$ cat config.mk
export PLATFORM = sky130hd
export DESIGN_NAME = control_sequencer
export DESIGN_NICKNAME = d
export VERILOG_FILES = /design/src/rtl/control_sequencer.sv
export SDC_FILE = /design/constraint.sdc
export NUM_CORES = 1
export LEC_CHECK = 0
export CAP_MARGIN = 20
export CELL_PAD_IN_SITES_DETAIL_PLACEMENT = 1
export CELL_PAD_IN_SITES_GLOBAL_PLACEMENT = 2
export CORE_ASPECT_RATIO = 1.2
export CORE_MARGIN = 1.5
export CORE_UTILIZATION = 15
export DETAILED_ROUTE_END_ITERATION = 8
export PLACE_DENSITY_LB_ADDON = 0.1
export SYNTH_ARGS = -nofsm -noshare
export SYNTH_HDL_FRONTEND = slang
export SYNTH_SLANG_ARGS = --single-unit
$ cat constraint.sdc
create_clock -name Clock -period 3.59 [get_ports Clock]
set_input_delay 0.5385 -clock Clock [delete_from_list [all_inputs] [get_ports Clock]]
set_output_delay 0.5385 -clock Clock [all_outputs]
set_load 0.05 [all_outputs]
$ cat src/rtl/control_sequencer.sv
// Hardwired control sequencer for the single-bus datapath: fetch in T0-T2,
// then decode IR[31:27] and sequence execute steps for register-register ALU ops.
module control_sequencer #(
    parameter int unsigned OPW  = 5,
    parameter int unsigned REGW = 4
) (
    input  logic        Clock,
    input  logic        Clear,
    input  logic [31:0] IR,
    input  logic        Stop,
    output logic        PCout,
    output logic        Zlowout,
    output logic        MDRout,
    output logic        Rout,
    output logic        MARin,
    output logic        Zin,
    output logic        PCin,
    output logic        MDRin,
    output logic        IRin,
    output logic        Yin,
    output logic        Rin,
    output logic        IncPC,
    output logic        Read,
    output logic        Gra,
    output logic        Grb,
    output logic        Grc,
    output logic [5:0]  alu_op,
    output logic        Run,
    output logic [2:0]  Tstep
);

    localparam logic [2:0] T0     = 3'd0;
    localparam logic [2:0] T1     = 3'd1;
    localparam logic [2:0] T2     = 3'd2;
    localparam logic [2:0] T3     = 3'd3;
    localparam logic [2:0] T4     = 3'd4;
    localparam logic [2:0] T5     = 3'd5;
    localparam logic [2:0] RST    = 3'd6;
    localparam logic [2:0] HALTED = 3'd7;

    localparam logic [OPW-1:0] OP_ADD  = OPW'(5'b00100);
    localparam logic [OPW-1:0] OP_SUB  = OPW'(5'b00101);
    localparam logic [OPW-1:0] OP_AND  = OPW'(5'b01010);
    localparam logic [OPW-1:0] OP_OR   = OPW'(5'b01011);
    localparam logic [OPW-1:0] OP_NEG  = OPW'(5'b10001);
    localparam logic [OPW-1:0] OP_NOT  = OPW'(5'b10010);
    localparam logic [OPW-1:0] OP_HALT = OPW'(5'b11011);

    logic [2:0]     state;
    logic [2:0]     next_state;
    logic [2:0]     end_state;
    logic           stop_req;
    logic [OPW-1:0] opcode;
    logic           is_three_op;
    logic           is_two_op;
    logic           is_halt;
    logic [5:0]     alu_sel;

    // Register fields are consumed by the datapath's own Gra/Grb/Grc decode.
    logic [3*REGW-1:0]        unused_reg_fields;
    logic [31-OPW-3*REGW:0]   unused_ir_tail;
    assign unused_reg_fields = IR[31-OPW -: 3*REGW];
    assign unused_ir_tail    = IR[31-OPW-3*REGW:0];

    assign opcode = IR[31 -: OPW];

    always_comb begin
        alu_sel     = '0;
        is_three_op = 1'b0;
        is_two_op   = 1'b0;
        is_halt     = (opcode == OP_HALT);
        case (opcode)
            OP_ADD: begin alu_sel = 6'b000001; is_three_op = 1'b1; end
            OP_SUB: begin alu_sel = 6'b000010; is_three_op = 1'b1; end
            OP_AND: begin alu_sel = 6'b000100; is_three_op = 1'b1; end
            OP_OR:  begin alu_sel = 6'b001000; is_three_op = 1'b1; end
            OP_NEG: begin alu_sel = 6'b010000; is_two_op   = 1'b1; end
            OP_NOT: begin alu_sel = 6'b100000; is_two_op   = 1'b1; end
            default: ;
        endcase
    end

    // A Stop arriving on the final edge of an instruction still halts it.
    assign end_state = (stop_req || Stop) ? HALTED : T0;

    always_comb begin
        next_state = RST;
        case (state)
            RST:    next_state = T0;
            T0:     next_state = T1;
            T1:     next_state = T2;
            T2:     next_state = T3;
            T3:     next_state = is_halt ? HALTED :
                                 (is_three_op || is_two_op) ? T4 : end_state;
            T4:     next_state = is_three_op ? T5 : end_state;
            T5:     next_state = end_state;
            HALTED: next_state = HALTED;
            default: next_state = RST;
        endcase
    end

    always_ff @(posedge Clock or negedge Clear) begin
        if (!Clear) begin
            state    <= RST;
            stop_req <= 1'b0;
        end else begin
            state    <= next_state;
            stop_req <= stop_req | Stop;
        end
    end

    always_comb begin
        {PCout, Zlowout, MDRout, Rout, MARin, Zin, PCin, MDRin} = '0;
        {IRin, Yin, Rin, IncPC, Read, Gra, Grb, Grc}            = '0;
        alu_op = '0;
        Run    = 1'b0;
        Tstep  = '0;
        // Outputs are gated by Clear so they are all 0 while reset is held.
        if (Clear) begin
            Run   = (state != RST) && (state != HALTED);
            Tstep = Run ? state : 3'd7;
            case (state)
                T0: begin PCout = 1'b1; MARin = 1'b1; IncPC = 1'b1; Zin = 1'b1; end
                T1: begin Zlowout = 1'b1; PCin = 1'b1; Read = 1'b1; MDRin = 1'b1; end
                T2: begin MDRout = 1'b1; IRin = 1'b1; end
                T3: begin
                    if (is_three_op) begin
                        Grb = 1'b1; Rout = 1'b1; Yin = 1'b1;
                    end else if (is_two_op) begin
                        Grb = 1'b1; Rout = 1'b1; Zin = 1'b1; alu_op = alu_sel;
                    end
                end
                T4: begin
                    if (is_three_op) begin
                        Grc = 1'b1; Rout = 1'b1; Zin = 1'b1; alu_op = alu_sel;
                    end else if (is_two_op) begin
                        Zlowout = 1'b1; Gra = 1'b1; Rin = 1'b1;
                    end
                end
                T5: begin
                    if (is_three_op) begin
                        Zlowout = 1'b1; Gra = 1'b1; Rin = 1'b1;
                    end
                end
                default: ;
            endcase
        end
    end

endmodule

Word level (Yosys, flattened, before mapping)
Index checks and enable logic that the tools add are counted.
{"block": "totals", "register_bits": 4, "inputBits": 35, "out_inout_bits": 26, "wordCells": 65}
{"block": "classes", "n_eq_ne": 16, "muxes": 40, "bitwise": 1, "n_reduce_logical": 6}
{"cell": "6-bit case mux with 6 select lines", "count": 1}
{"cell": "6-bit two-way mux", "count": 4}
{"cell": "3-bit case mux with 8 select lines", "count": 1}
{"cell": "1-bit two-way mux", "count": 23}
{"cell": "3-bit two-way mux", "count": 6}
{"cell": "5-bit equality test, second input constant", "count": 3}
{"cell": "3-bit equality test, second input constant", "count": 4}
{"cell": "6-bit case mux with 2 select lines", "count": 1}
{"cell": "5-bit by 3-bit equality test with 1-bit output, second input constant", "count": 2}
{"cell": "5-bit by 4-bit equality test with 1-bit output, second input constant", "count": 2}
{"cell": "3-bit by 2-bit equality test with 1-bit output, second input constant", "count": 2}
{"cell": "3-bit inequality test, second input constant", "count": 2}
{"cell": "1-bit case mux with 3 select lines", "count": 2}
{"cell": "1-bit case mux with 2 select lines", "count": 2}
{"cell": "4-bit OR reduction", "count": 1}
{"cell": "3-bit by 1-bit equality test with 1-bit output, second input constant", "count": 1}
{"cell": "3-bit zero test", "count": 1}
{"cell": "1-bit logical OR", "count": 2}
{"cell": "2-bit OR reduction", "count": 1}
{"cell": "1-bit logical AND", "count": 1}
{"cell": "1-bit OR", "count": 1}

Longest topological paths before layout
Gate-level depths: netlist of the first run.
{"block": "logic_depth", "depth_word": 7, "depth_mapped": 6, "mapped_depth_nobuf": 4}

Worst setup path before layout of the first run
Ideal clock, no wire load.
{"block": "synth_timing", "kind": "input-to-output", "from": "input port IR[28]", "to": "output port Rin", "t_arrival_ns": 2.878, "t_required_ns": 3.052, "path_slack_ns": 0.174, "cell_stages": 6, "n_path_buf": 2, "cell_sequence": "buf_4 > or3b_4 > a21oi_1 > a21oi_1 > nor3_1 > buf_4"}
{"block": "synth_between", "elab_chain_cells": 7, "elab_cells_between_ends": 15, "classes_between": "eq/ne (6); mux (7); reduce/logical (2)"}
{"element": "start, declared", "line": "9", "text": "input logic [31:0] IR,"}
{"element": "5-bit equality test", "line": "72", "text": "case (opcode)"}
{"element": "2-bit OR reduction (no source line)"}
{"element": "1-bit two-way mux", "line": "72"}
{"element": "1-bit two-way mux (2 in a row)"}
{"element": "1-bit case mux with 2 select lines *"}
{"element": "1-bit two-way mux *"}
{"element": "end, declared", "line": "21", "text": "output logic Rin,"}
Every way passes the cells marked *; elsewhere a longest branch is shown, timed or not.

Final worst setup path of the first run
{"block": "layout_timing", "from": "input port IR[29]", "to": "output port alu_op[5]"}
{"block": "layout_between", "elab_chain_cells": 7, "elab_cells_between_ends": 16, "classes_between": "eq/ne (6); mux (8); reduce/logical (2)"}
{"element": "5-bit equality test", "line": "72"}
{"element": "2-bit OR reduction (no source line)"}
{"element": "1-bit two-way mux", "line": "72"}
{"element": "6-bit two-way mux", "line": "129", "text": "end else if (is_two_op) begin"}
{"element": "6-bit two-way mux", "line": "127", "text": "if (is_three_op) begin"}
{"element": "6-bit case mux with 2 select lines *", "line": "122", "text": "case (state)"}
{"element": "6-bit two-way mux *", "line": "119", "text": "if (Clear) begin"}
{"element": "end, declared", "line": "27", "text": "output logic [5:0] alu_op,"}
Marks and branches as above.

==> insert_results.sql, run 1 <==
INSERT INTO impl_metrics (metric_group, metric, value, unit) VALUES
('power_and_ir_drop', 'switching_power', '370', 'uW'),
('sta', 'report.final.slew_viol_count', '0', ''),
('flow_run', 'max-cap-violations', '0', ''),
('yosys', 'synth_async_sr_flop_share', '1.00', ''),
('power_and_ir_drop', 'share_clk_of_total_power', '0.137', ''),
('critical_path', 'critical_path_required', '3.05', 'ns'),
('power_and_ir_drop', 'swShare', '0.544', ''),
('route', 'routed-via-count', '786', ''),
('placed_design', 'place_area', '1030', 'um2'),
('clocking', 'hold_buffers', '0', ''),
('cells_and_area', 'final_design_area_no_fill', '1070', 'um2'),
('route', 'drtAntennaViolNets', '0', ''),
('critical_path', 'critPathLaunch', 'IR[29]', ''),
('clocking', 'post-cts-setup-buffer-count', '0', ''),
('power_and_ir_drop', 'power.share.sequential', '0.207', ''),
('route', 'drt_pre_antenna_iters', '4', ''),
('outcome', 'status', 'finished, final reports clean', ''),
('yosys', 'syn-cell-area', '686', 'um2'),
('grt', 'grt_first_pass_wirelength', '4130', 'um'),
('yosys', 'synth-seq-area-share', '0.150', ''),
('yosys', 'yosysWarningCount', '0', ''),
('cells_and_area', 'final_layout_size_suffix_gt1_frac', '0.261', ''),
('critical_path', 'worstSetupPathType', 'primary input to output pin', ''),
('grt', 'largest_net_degree_at_the_start_of_global_routing', '18', ''),
('sta', 'rsz_0062_raised_after_global_routing', 'no', ''),
('sta', 'period_needed', '3.06', 'ns'),
('power_and_ir_drop', 'power_report.internal_total', '310', 'uW'),
('sta', 'timing.max_slew.rel_slack', '0.658', ''),
('critical_path', 'cp.arrival', '2.52', 'ns'),
('clocking', 'clkTransAtPathRegs', '0.03', 'ns'),
('critical_path', 'crit_fanout', '9', ''),
('sta', 'fin_crit_sh', '0.852', ''),
('critical_path', 'timing.critical_path.slowest_cell_delay', '0.63', 'ns'),
('yosys', 'postSynth.topFlopCell', 'sky130_fd_sc_hd__dfstp_2', ''),
('power_and_ir_drop', 'p_leak', '0.000398', 'uW'),
('route', 'drc', '0', ''),
('grt', 'via_count_of_the_first_global_routing_pass', '816', ''),
('sta', 'fin_setup_tns', '0', 'ns'),
('clocking', 'postCtsResizedCells', '0', ''),
('yosys', 'netlist_instances', '93', ''),
('clocking', 'cts_root_buf', 'sky130_fd_sc_hd__clkbuf_8', ''),
('sta', 'setup_viol', '0', ''),
('floorplan', 'die-height', '77.1', 'um'),
('grt', 'grt-busiest-layer', 'met2', ''),
('floorplan', 'die_width', '64.7', 'um'),
('grt', 'gr_layer_usage_met2', '0.184', ''),
('cells_and_area', 'nets', '156', ''),
('floorplan', 'design.portCount', '61', ''),
('placed_design', 'dp.cells', '172', ''),
('yosys', 'synth_cell_type_count', '42', ''),
('grt', 'met1_usage', '0.130', ''),
('route', 'post_drt_wl_per_cell', '14.3', 'um'),
('cells_and_area', 'syn_to_final_growth', '56.2', '%'),
('critical_path', 'r2r_end', 'state[1]', ''),
('clocking', 'htree_num_levels', '1', ''),
('grt', 'gr-usage-met3', '0.0249', ''),
('yosys', 'synth_nets', '128', ''),
('yosys', 'postSynthAreaPerCell', '7.37', 'um2'),
('sta', 'worst-slew-pin-transition', '0.511', 'ns'),
('worst_hold_path', 'worst_hold_path_type', 'register to register', ''),
('placed_design', 'gp_congestion', '0.710', ''),
('sta', 'maxClockFrequency', '327', 'MHz'),
('cells_and_area', 'layout.filler_cells', '523', ''),
('yosys', 'edff_count_synth', '0', ''),
('grt', 'grt_usage', '0.104', ''),
('sta', 'hold_violations', '0', ''),
('power_and_ir_drop', 'max-vdd-ir-drop', '0.201', 'mV'),
('sta', 'skew', '0.00158', 'ns'),
('clocking', 'worst_skew_pair.late_latency', '0.22', 'ns'),
('placed_design', 'placement.io_buffers', '33', ''),
('critical_path', 'timing.rr.start', 'state[2]', '');
## synth_stat cells (2+ instances only)
library cell | number | area share
sky130_fd_sc_hd__a21o_1 | 2 | 0.022
sky130_fd_sc_hd__a21oi_1 | 6 | 0.044
sky130_fd_sc_hd__buf_4 | 8 | 0.088
sky130_fd_sc_hd__clkbuf_1 | 2 | 0.011
sky130_fd_sc_hd__dfrtp_1 | 2 | 0.073
sky130_fd_sc_hd__dfstp_2 | 2 | 0.077
sky130_fd_sc_hd__inv_1 | 6 | 0.033
sky130_fd_sc_hd__nand2_1 | 6 | 0.033
sky130_fd_sc_hd__nand2b_1 | 4 | 0.036
sky130_fd_sc_hd__nand3b_1 | 2 | 0.022
sky130_fd_sc_hd__nor2_1 | 8 | 0.044
sky130_fd_sc_hd__nor3_1 | 8 | 0.058
sky130_fd_sc_hd__nor3b_1 | 3 | 0.033
sky130_fd_sc_hd__nor4_1 | 3 | 0.027
sky130_fd_sc_hd__o21ai_0 | 4 | 0.029
## layout make-up
type | instances | area (um2) | area share
Multi-Input combinational cell | 71 | 474 | 0.443
Timing Repair Buffer | 35 | 360 | 0.336
Sequential cell | 4 | 103 | 0.0958
Tap cell | 56 | 70.1 | 0.0654
Clock buffer | 3 | 41.3 | 0.0386
Inverter | 6 | 22.5 | 0.0210
## registers in the layout (all words and copies together) (netlist names)
name      flops
stop_req      1
state         3
## cell families (layout without fill, tap and decap cells)
logic type	after synthesis	after routing	share of synthesized area
simple gates	45	45	0.400
mux	1	1	0.0146
xor+xnor	1	1	0.0128
buf+inv	18	44	0.159
flops	4	4	0.150
compound gates	24	24	0.265
## critical path, delay by kind of cell
family | cells | cell delay [ns]
AOI/OAI and AO/OA | 2 | 0.47
buffers and inverters | 2 | 0.80
and+or+nand+nor | 2 | 0.70
## cell usage in the layout, fill, tap and decap left out, types with 2 or more instances in the layout
cell type	synthesis	final
sky130_fd_sc_hd__clkdlybuf4s50_1	0	19
sky130_fd_sc_hd__buf_4	8	12
sky130_fd_sc_hd__nor2_1	8	8
sky130_fd_sc_hd__nor3_1	8	8
sky130_fd_sc_hd__inv_1	6	6
sky130_fd_sc_hd__a21oi_1	6	6
sky130_fd_sc_hd__nand2_1	6	6
sky130_fd_sc_hd__nand2b_1	4	4
sky130_fd_sc_hd__o21ai_0	4	4
sky130_fd_sc_hd__buf_12	0	4
sky130_fd_sc_hd__nor4_1	3	3
sky130_fd_sc_hd__nor3b_1	3	3
sky130_fd_sc_hd__clkbuf_8	1	3
sky130_fd_sc_hd__nand3b_1	2	2
sky130_fd_sc_hd__a21o_1	2	2
sky130_fd_sc_hd__dfrtp_1	2	2
sky130_fd_sc_hd__dfstp_2	2	2
## metrics by stage
| step | util | power, uW | setup slack, ns | hold slack, ns |
|---|---|---|---|---|
| 4_1_cts | 0.248 | 689 | 0.519 | 0.502 |
| 5_1_grt | 0.248 | 728 | 0.371 | 0.550 |
| 3_5_place_dp | 0.238 | 591 | 0.532 | 0.493 |
| 3_3_place_gp | 0.238 | 590 | 0.547 | 0.483 |
| 2_1_floorplan | - | 477 | 0.174 | 0.243 |
| 6_report | 0.248 | 680 | 0.531 | 0.493 |
## layer usage
metal / routed length (um) / share of wire / vias up
met4: 0 / 0 / 0
met3: 122 / 0.049 / 0
met2: 1220 / 0.49 / 28
met5: 0 / 0 / -
met1: 1160 / 0.46 / 375
li1: - / - / 383
## power groups by stage
stage / Clock (uW) / Combinational (uW) / Sequential, uW
2_1_floorplan: 0 / 396 / 80.7
3_3_place_gp: 0 / 448 / 142
3_5_place_dp: 0 / 449 / 142
4_1_cts: 96.2 / 451 / 142
5_1_grt: 101 / 475 / 152
6_report: 93.5 / 446 / 141
## worst min-delay path by stage
| stage | startpoint | endpoint | slack [ns] | depth (start not counted) |
|---|---|---|---|---|
| after floorplan | Clear | state[0] | 0.24 | 0 |
| after global placement | stop_req | stop_req | 0.48 | 2 |
| after detailed placement | stop_req | stop_req | 0.49 | 2 |
| after CTS | stop_req | stop_req | 0.50 | 2 |
| after global routing | stop_req | stop_req | 0.55 | 2 |
| final | stop_req | stop_req | 0.49 | 2 |
Note: power is estimated with default switching activity, not from simulation.
==> run 2: changes to the inputs <==
==> constraint.sdc (replaced) <==
create_clock -name Clock -period 3.95 [get_ports Clock]
set_input_delay 0.5925 -clock Clock [delete_from_list [all_inputs] [get_ports Clock]]
set_output_delay 0.5925 -clock Clock [all_outputs]
set_load 0.05 [all_outputs]
==> insert_results.sql, run 2 (synthesis results as in run 1) <==
INSERT INTO impl_metrics (metric_group, metric, value, unit) VALUES
('critical_path', 'critical_path_required', '3.36', 'ns'),
('worst_hold_path', 'worst_hold_path_type', 'register to register', ''),
('sta', 'fin_crit_sh', '0.852', ''),
('grt', 'grt_first_pass_wirelength', '4200', 'um'),
('cells_and_area', 'nets', '158', ''),
('route', 'vias_per_cell', '4.40', ''),
('cells_and_area', 'utilization', '0.243', ''),
('route', 'drc', '0', ''),
('floorplan', 'design.portCount', '61', ''),
('power_and_ir_drop', 'cellPowerDensity', '584', 'nW/um2'),
('cells_and_area', 'layout_top_registers', 'state: 3 flops, stop_req: 1 flops', ''),
('route', 'postRouteWirelength', '2480', 'um'),
('route', 'post_drt_wl_per_cell', '14.0', 'um'),
('sta', 'report.final.slew_viol_count', '0', ''),
('sta', 'hold_violations', '0', ''),
('clocking', 'cts_made_buffers', '3', ''),
('sta', 'period_needed', '3.36', 'ns'),
('clocking', 'hold_buffers', '0', ''),
('floorplan', 'core', '4330', 'um2'),
('placed_design', 'gp_congestion', '0.669', ''),
('sta', 'timing.max_slew.rel_slack', '0.658', ''),
('clocking', 'tritoncts', 'yes', ''),
('floorplan', 'die-height', '77.1', 'um'),
('cells_and_area', 'max_reg_flops', '3', ''),
('sta', 'rsz_0062_raised_after_global_routing', 'no', ''),
('clocking', 'htree_num_levels', '1', ''),
('critical_path', 'crit_fanout', '9', ''),
('cells_and_area', 'regMostFlops', 'state', ''),
('cells_and_area', 'insertedDiodeCount', '0', ''),
('cells_and_area', 'layout.cells.most_common_list', '26 x sky130_fd_sc_hd__clkdlybuf4s50_1, 11 x sky130_fd_sc_hd__buf_4, 8 x sky130_fd_sc_hd__nor2_1, 8 x sky130_fd_sc_hd__nor3_1', ''),
('sta', 'skew', '0.00132', 'ns'),
('route', 'drt_pre_antenna_iters', '4', ''),
('cells_and_area', 'syn_to_final_growth', '53.6', '%'),
('cells_and_area', 'layout.filler_cells', '525', ''),
('grt', 'antenna_found_initial', '0', ''),
('clocking', 'cts.sink_count', '4', ''),
('outcome', 'status', 'finished, final reports clean', ''),
('cells_and_area', 'fin_cells', '177', ''),
('grt', 'grt_overflow_total', '0', ''),
('route', 'routed-via-count', '778', ''),
('critical_path', 'critical_path.startpoint_type', 'primary input', ''),
('grt', 'via_count_of_the_first_global_routing_pass', '819', ''),
('critical_path', 'worstSetupPathType', 'primary input to output pin', ''),
('route', 'drt_iter0_drc', '22', ''),
('clocking', 'post-cts-setup-buffer-count', '0', ''),
('clocking', 'postCtsResizedCells', '0', ''),
('floorplan', 'start_util', '0.158', ''),
('floorplan', 'rows', '26', ''),
('sta', 'setup_viol', '0', ''),
('flow_run', 'max-cap-violations', '0', ''),
('clocking', 'clkTransAtPathRegs', '0.03', 'ns'),
('power_and_ir_drop', 'p_leak', '0.000382', 'uW'),
('power_and_ir_drop', 'max-vdd-ir-drop', '0.182', 'mV'),
('sta', 'fin_setup_tns', '0', 'ns'),
('sta', 'worst-slew-pin-transition', '0.511', 'ns'),
('critical_path', 'cp.arrival', '2.77', 'ns'),
('grt', 'largest_net_degree_at_the_start_of_global_routing', '18', ''),
('grt', 'grt_usage', '0.105', ''),
('placed_design', 'placement.io_buffers', '33', ''),
('placed_design', 'dp.cells', '174', ''),
('clocking', 'worst_skew_pair.late_latency', '0.21', 'ns'),
('sta', 'maxClockFrequency', '297', 'MHz'),
('clocking', 'cts_root_buf', 'sky130_fd_sc_hd__clkbuf_8', ''),
('clocking', 'cts_max_path_buffers', '2', ''),
('floorplan', 'die_area', '4990', 'um2'),
('critical_path', 'setup.worst_path.end_class', 'output pin', ''),
('cells_and_area', 'final_layout_size_suffix_gt1_frac', '0.215', ''),
('placed_design', 'detailed_place_hpwl', '1960', 'um'),
('route', 'drtAntennaViolNets', '0', ''),
('cells_and_area', 'mostFrequentLayoutCell', 'sky130_fd_sc_hd__clkdlybuf4s50_1', ''),
('floorplan', 'die_width', '64.7', 'um');
## run 2: cell count changes in the layout (fill, tap and decap cells not counted), sizes merged
cell           before  now
clkdlybuf4s50      19   26
buf                16   11
## run 2: path summary, 6_finish.rpt
path / to / from / depth (start not counted) / slack (ns)
setup / recovery: Grc / IR[29] / 5 / 0.59
hold / removal: stop_req / stop_req / 2 / 0.48
setup reg to reg: state[1] / state[2] / 4 / 2.52
hold reg to reg: stop_req / stop_req / 2 / 0.48
max in group asynchronous: state[1] / Clear / 2 / 3.03
min in group asynchronous: stop_req / Clear / 2 / 0.70
## run 2: report_power, final
part | internal, uW | total, uW | switching [uW]
registers | 67.5 | 127 | 59.5
clock network | 64.8 | 84.3 | 19.5
logic | 149 | 404 | 255
## run 2: critical path, cell delays in order
cell and delay (ns):
sky130_fd_sc_hd__clkdlybuf4s50_1 0.62, sky130_fd_sc_hd__nor4b_2 0.32, sky130_fd_sc_hd__nor2_1 0.12, sky130_fd_sc_hd__nor3_1 0.26
sky130_fd_sc_hd__clkdlybuf4s50_1 0.86
## run 2: metrics by stage
stage / worst slack [ns] / power [uW] / instance area (um2) / hold WS, ns
floorplan: 0.426 / 434 / 686 / 0.297
global placement: 0.525 / 539 / 1010 / 0.481
detailed placement: 0.544 / 537 / 1010 / 0.488
CTS: 0.535 / 626 / 1050 / 0.496
global route: 0.402 / 665 / 1050 / 0.522
finish: 0.586 / 615 / 1050 / 0.484
## run 2: cell type report
cell class                 count  area, um2  area share
multi-input combinational     71        474       0.450
timing repair buffer          37        343       0.325
sequential                     4        103      0.0974
tap                           56       70.1      0.0665
clock buffer                   3       41.3      0.0392
inverter                       6       22.5      0.0214
## run 2: routing by layer
layer / track usage / part of all wire / vias to the layer above
met5: 0 / 0 / -
met4: 0.0191 / 0 / 0
met3: 0.0264 / 0.049 / 0
met2: 0.174 / 0.47 / 28
met1: 0.138 / 0.48 / 363
li1: - / - / 387
==> run 3: changes to the inputs <==
--- a/config.mk
+++ b/config.mk
@@ -8,11 +8,10 @@
 export CAP_MARGIN = 20
 export CELL_PAD_IN_SITES_DETAIL_PLACEMENT = 1
 export CELL_PAD_IN_SITES_GLOBAL_PLACEMENT = 2
-export CORE_ASPECT_RATIO = 1.2
-export CORE_MARGIN = 1.5
 export CORE_UTILIZATION = 15
 export DETAILED_ROUTE_END_ITERATION = 8
 export PLACE_DENSITY_LB_ADDON = 0.1
 export SYNTH_ARGS = -nofsm -noshare
 export SYNTH_HDL_FRONTEND = slang
 export SYNTH_SLANG_ARGS = --single-unit
+export TNS_END_PERCENT = 10
==> insert_results.sql, run 3 (synthesis results as in run 1) <==
INSERT INTO impl_metrics (metric_group, metric, value, unit) VALUES
('power_and_ir_drop', 'share_comb_of_total_power', '0.653', ''),
('sta', 'fin_setup_tns', '0', 'ns'),
('sta', 'period_needed', '3.46', 'ns'),
('sta', 'report.final.slew_viol_count', '0', ''),
('critical_path', 'r2r_end', 'state[1]', ''),
('placed_design', 'dp.cells', '169', ''),
('sta', 'timing.hold.ws', '0.493', 'ns'),
('clocking', 'worst_skew_pair.late_latency', '0.21', 'ns'),
('critical_path', 'r2r.worst_path.cells', '4', ''),
('sta', 'fin_crit_sh', '0.876', ''),
('clocking', 'postCtsResizedCells', '0', ''),
('sta', 'timing.max_slew.rel_slack', '0.663', ''),
('power_and_ir_drop', 'swShare', '0.543', ''),
('critical_path', 'setup.worst_path.end_class', 'output pin', ''),
('critical_path', 'crit_fanout', '9', ''),
('sta', 'setup_viol', '0', ''),
('cells_and_area', 'register_area', '103', 'um2'),
('clocking', 'hold_buffers', '0', ''),
('route', 'drt_iter0_drc', '45', ''),
('clocking', 'htree_num_levels', '1', ''),
('power_and_ir_drop', 'switching_power', '334', 'uW'),
('cells_and_area', 'max_reg_flops', '3', ''),
('sta', 'rsz_0062_raised_after_global_routing', 'no', ''),
('power_and_ir_drop', 'share_clk_of_total_power', '0.134', ''),
('clocking', 'cts_made_buffers', '3', ''),
('clocking', 'cts_max_path_buffers', '2', ''),
('power_and_ir_drop', 'power_report.internal_total', '281', 'uW'),
('cells_and_area', 'layout.filler_cells', '529', ''),
('sta', 'maxClockFrequency', '289', 'MHz'),
('cells_and_area', 'final_layout_size_suffix_gt1_frac', '0.217', ''),
('cells_and_area', 'insertedDiodeCount', '0', ''),
('worst_hold_path', 'min_delay_path_depth', '2', ''),
('floorplan', 'core', '4380', 'um2'),
('power_and_ir_drop', 'cellPowerDensity', '592', 'nW/um2'),
('floorplan', 'die_area', '4850', 'um2'),
('sta', 'worst-slew-pin-transition', '0.504', 'ns'),
('grt', 'grt_overflow_total', '0', ''),
('power_and_ir_drop', 'max-vdd-ir-drop', '0.152', 'mV'),
('cells_and_area', 'layout_top_registers', 'state: 3 flops, stop_req: 1 flops', ''),
('route', 'vias_per_cell', '4.44', ''),
('grt', 'largest_net_degree_at_the_start_of_global_routing', '18', ''),
('outcome', 'status', 'finished, final reports clean', ''),
('flow_run', 'max-cap-violations', '0', ''),
('clocking', 'post-cts-setup-buffer-count', '0', ''),
('worst_hold_path', 'worst_hold_path_type', 'register to register', ''),
('grt', 'grt_first_pass_wirelength', '4000', 'um'),
('floorplan', 'die_width', '69.6', 'um'),
('floorplan', 'rows', '24', ''),
('critical_path', 'count_of_cell_instances_traversed_by_the_critical_path', '5', ''),
('floorplan', 'start_util', '0.156', ''),
('sta', 'skew', '0.000567', 'ns'),
('floorplan', 'design.portCount', '61', ''),
('power_and_ir_drop', 'p_leak', '0.000380', 'uW'),
('critical_path', 'crit_buf_inv', '2', ''),
('critical_path', 'critical_path.startpoint_type', 'primary input', ''),
('cells_and_area', 'layout.cells.most_common_list', '25 x sky130_fd_sc_hd__clkdlybuf4s50_1, 11 x sky130_fd_sc_hd__buf_4, 8 x sky130_fd_sc_hd__nor2_1, 8 x sky130_fd_sc_hd__nor3_1', ''),
('cells_and_area', 'multi_input_area', '474', 'um2'),
('route', 'routed-via-count', '763', ''),
('grt', 'via_count_of_the_first_global_routing_pass', '798', ''),
('route', 'drtAntennaViolNets', '0', ''),
('critical_path', 'timing.critical_path.slowest_cell_delay', '0.86', 'ns'),
('route', 'post_drt_wl_per_cell', '14.2', 'um'),
('cells_and_area', 'mostFrequentLayoutCell', 'sky130_fd_sc_hd__clkdlybuf4s50_1', ''),
('grt', 'grt_usage', '0.100', ''),
('cells_and_area', 'fin_cells', '172', ''),
('clocking', 'clkTransAtPathRegs', '0.03', 'ns'),
('placed_design', 'placement.io_buffers', '33', ''),
('route', 'drc', '0', ''),
('critical_path', 'cp.arrival', '2.87', 'ns'),
('cells_and_area', 'regMostFlops', 'state', ''),
('critical_path', 'critPathCapture', 'Grc', ''),
('critical_path', 'sequence_of_cells_on_the_critical_path', 'clkdlybuf4s50_1 -> and4bb_2 -> nor2_1 -> nor3_1 -> clkdlybuf4s50_1', ''),
('critical_path', 'critical_path_required', '3.36', 'ns'),
('placed_design', 'detailed_place_hpwl', '1880', 'um'),
('cells_and_area', 'utilization', '0.237', ''),
('route', 'drt_pre_antenna_iters', '3', ''),
('cells_and_area', 'syn_to_final_growth', '51.5', '%'),
('critical_path', 'timing.rr.start', 'state[2]', ''),
('placed_design', 'gp_congestion', '0.792', ''),
('power_and_ir_drop', 'power.share.sequential', '0.213', ''),
('critical_path', 'timing.critical_path.max_delay_family', 'buffers and inverters', ''),
('cells_and_area', 'nets', '157', ''),
('clocking', 'cts_root_buf', 'sky130_fd_sc_hd__clkbuf_8', ''),
('clocking', 'cts.sink_count', '4', ''),
('critical_path', 'setup.reg_to_reg.worst_slack', '2.50', 'ns'),
('critical_path', 'worst_path_most_repeated_cell', 'sky130_fd_sc_hd__clkdlybuf4s50_1', ''),
('sta', 'hold_violations', '0', ''),
('floorplan', 'die-height', '69.6', 'um'),
('critical_path', 'critPathLaunch', 'IR[31]', ''),
('grt', 'antenna_found_initial', '0', ''),
('clocking', 'tritoncts', 'yes', ''),
('critical_path', 'timing.critical_path.slowest_stage_cell', 'sky130_fd_sc_hd__clkdlybuf4s50_1', ''),
('route', 'postRouteWirelength', '2440', 'um'),
('critical_path', 'worstSetupPathType', 'primary input to output pin', '');
[run 3: cell types whose count changed in the layout (fill, tap and decap cells not counted), sizes merged]
cell	previous run	this run
clkdlybuf4s50	26	25
[run 3: how the worst min path moves through the flow]
stage	start	to	slack [ns]
5_1_grt	stop_req	stop_req	0.55
2_1_floorplan	Clear	state[0]	0.30
6_report	stop_req	stop_req	0.49
4_1_cts	stop_req	stop_req	0.51
3_5_place_dp	stop_req	stop_req	0.50
3_3_place_gp	stop_req	stop_req	0.49
[run 3: layout make-up]
type / instances / area share
multi-input cells: 71 / 0.457
repair buffers: 36 / 0.320
flip-flops and latches: 4 / 0.0988
well taps: 52 / 0.0627
clock buffers: 3 / 0.0398
inverters: 6 / 0.0217
[run 3: power groups by stage]
stage          registers [uW]  clock network [uW]  logic (uW)
2_1_floorplan            73.3                   0         360
3_3_place_gp              130                   0         405
3_5_place_dp              131                   0         402
4_1_cts                   131                84.2         405
5_1_grt                   139                87.3         436
6_report                  131                82.4         401
[run 3: worst reg2reg max path, stage by stage (launching register included)]
cell and delay, ns:
sky130_fd_sc_hd__dfstp_2 0.61, sky130_fd_sc_hd__inv_1 0.16, sky130_fd_sc_hd__o31ai_1 0.35, sky130_fd_sc_hd__a22oi_1 0.14
sky130_fd_sc_hd__o21ai_0 0.10
[run 3: layer usage]
metal | global-route usage | share of wire | vias to the layer above
met5 | 0 | 0 | -
met4 | 0.0133 | 0 | 0
met3 | 0.0102 | 0.036 | 0
met2 | 0.157 | 0.44 | 25
met1 | 0.150 | 0.52 | 352
li1 | - | - | 386
[run 3: through the flow]
step / cell area, um2 / setup slack (ns) / total power [uW]
final: 1040 / 0.489 / 614
after global routing: 1040 / 0.405 / 662
after CTS: 1040 / 0.511 / 620
after detailed placement: 997 / 0.533 / 533
after global placement: 997 / 0.491 / 536
after floorplan: 686 / 0.426 / 434
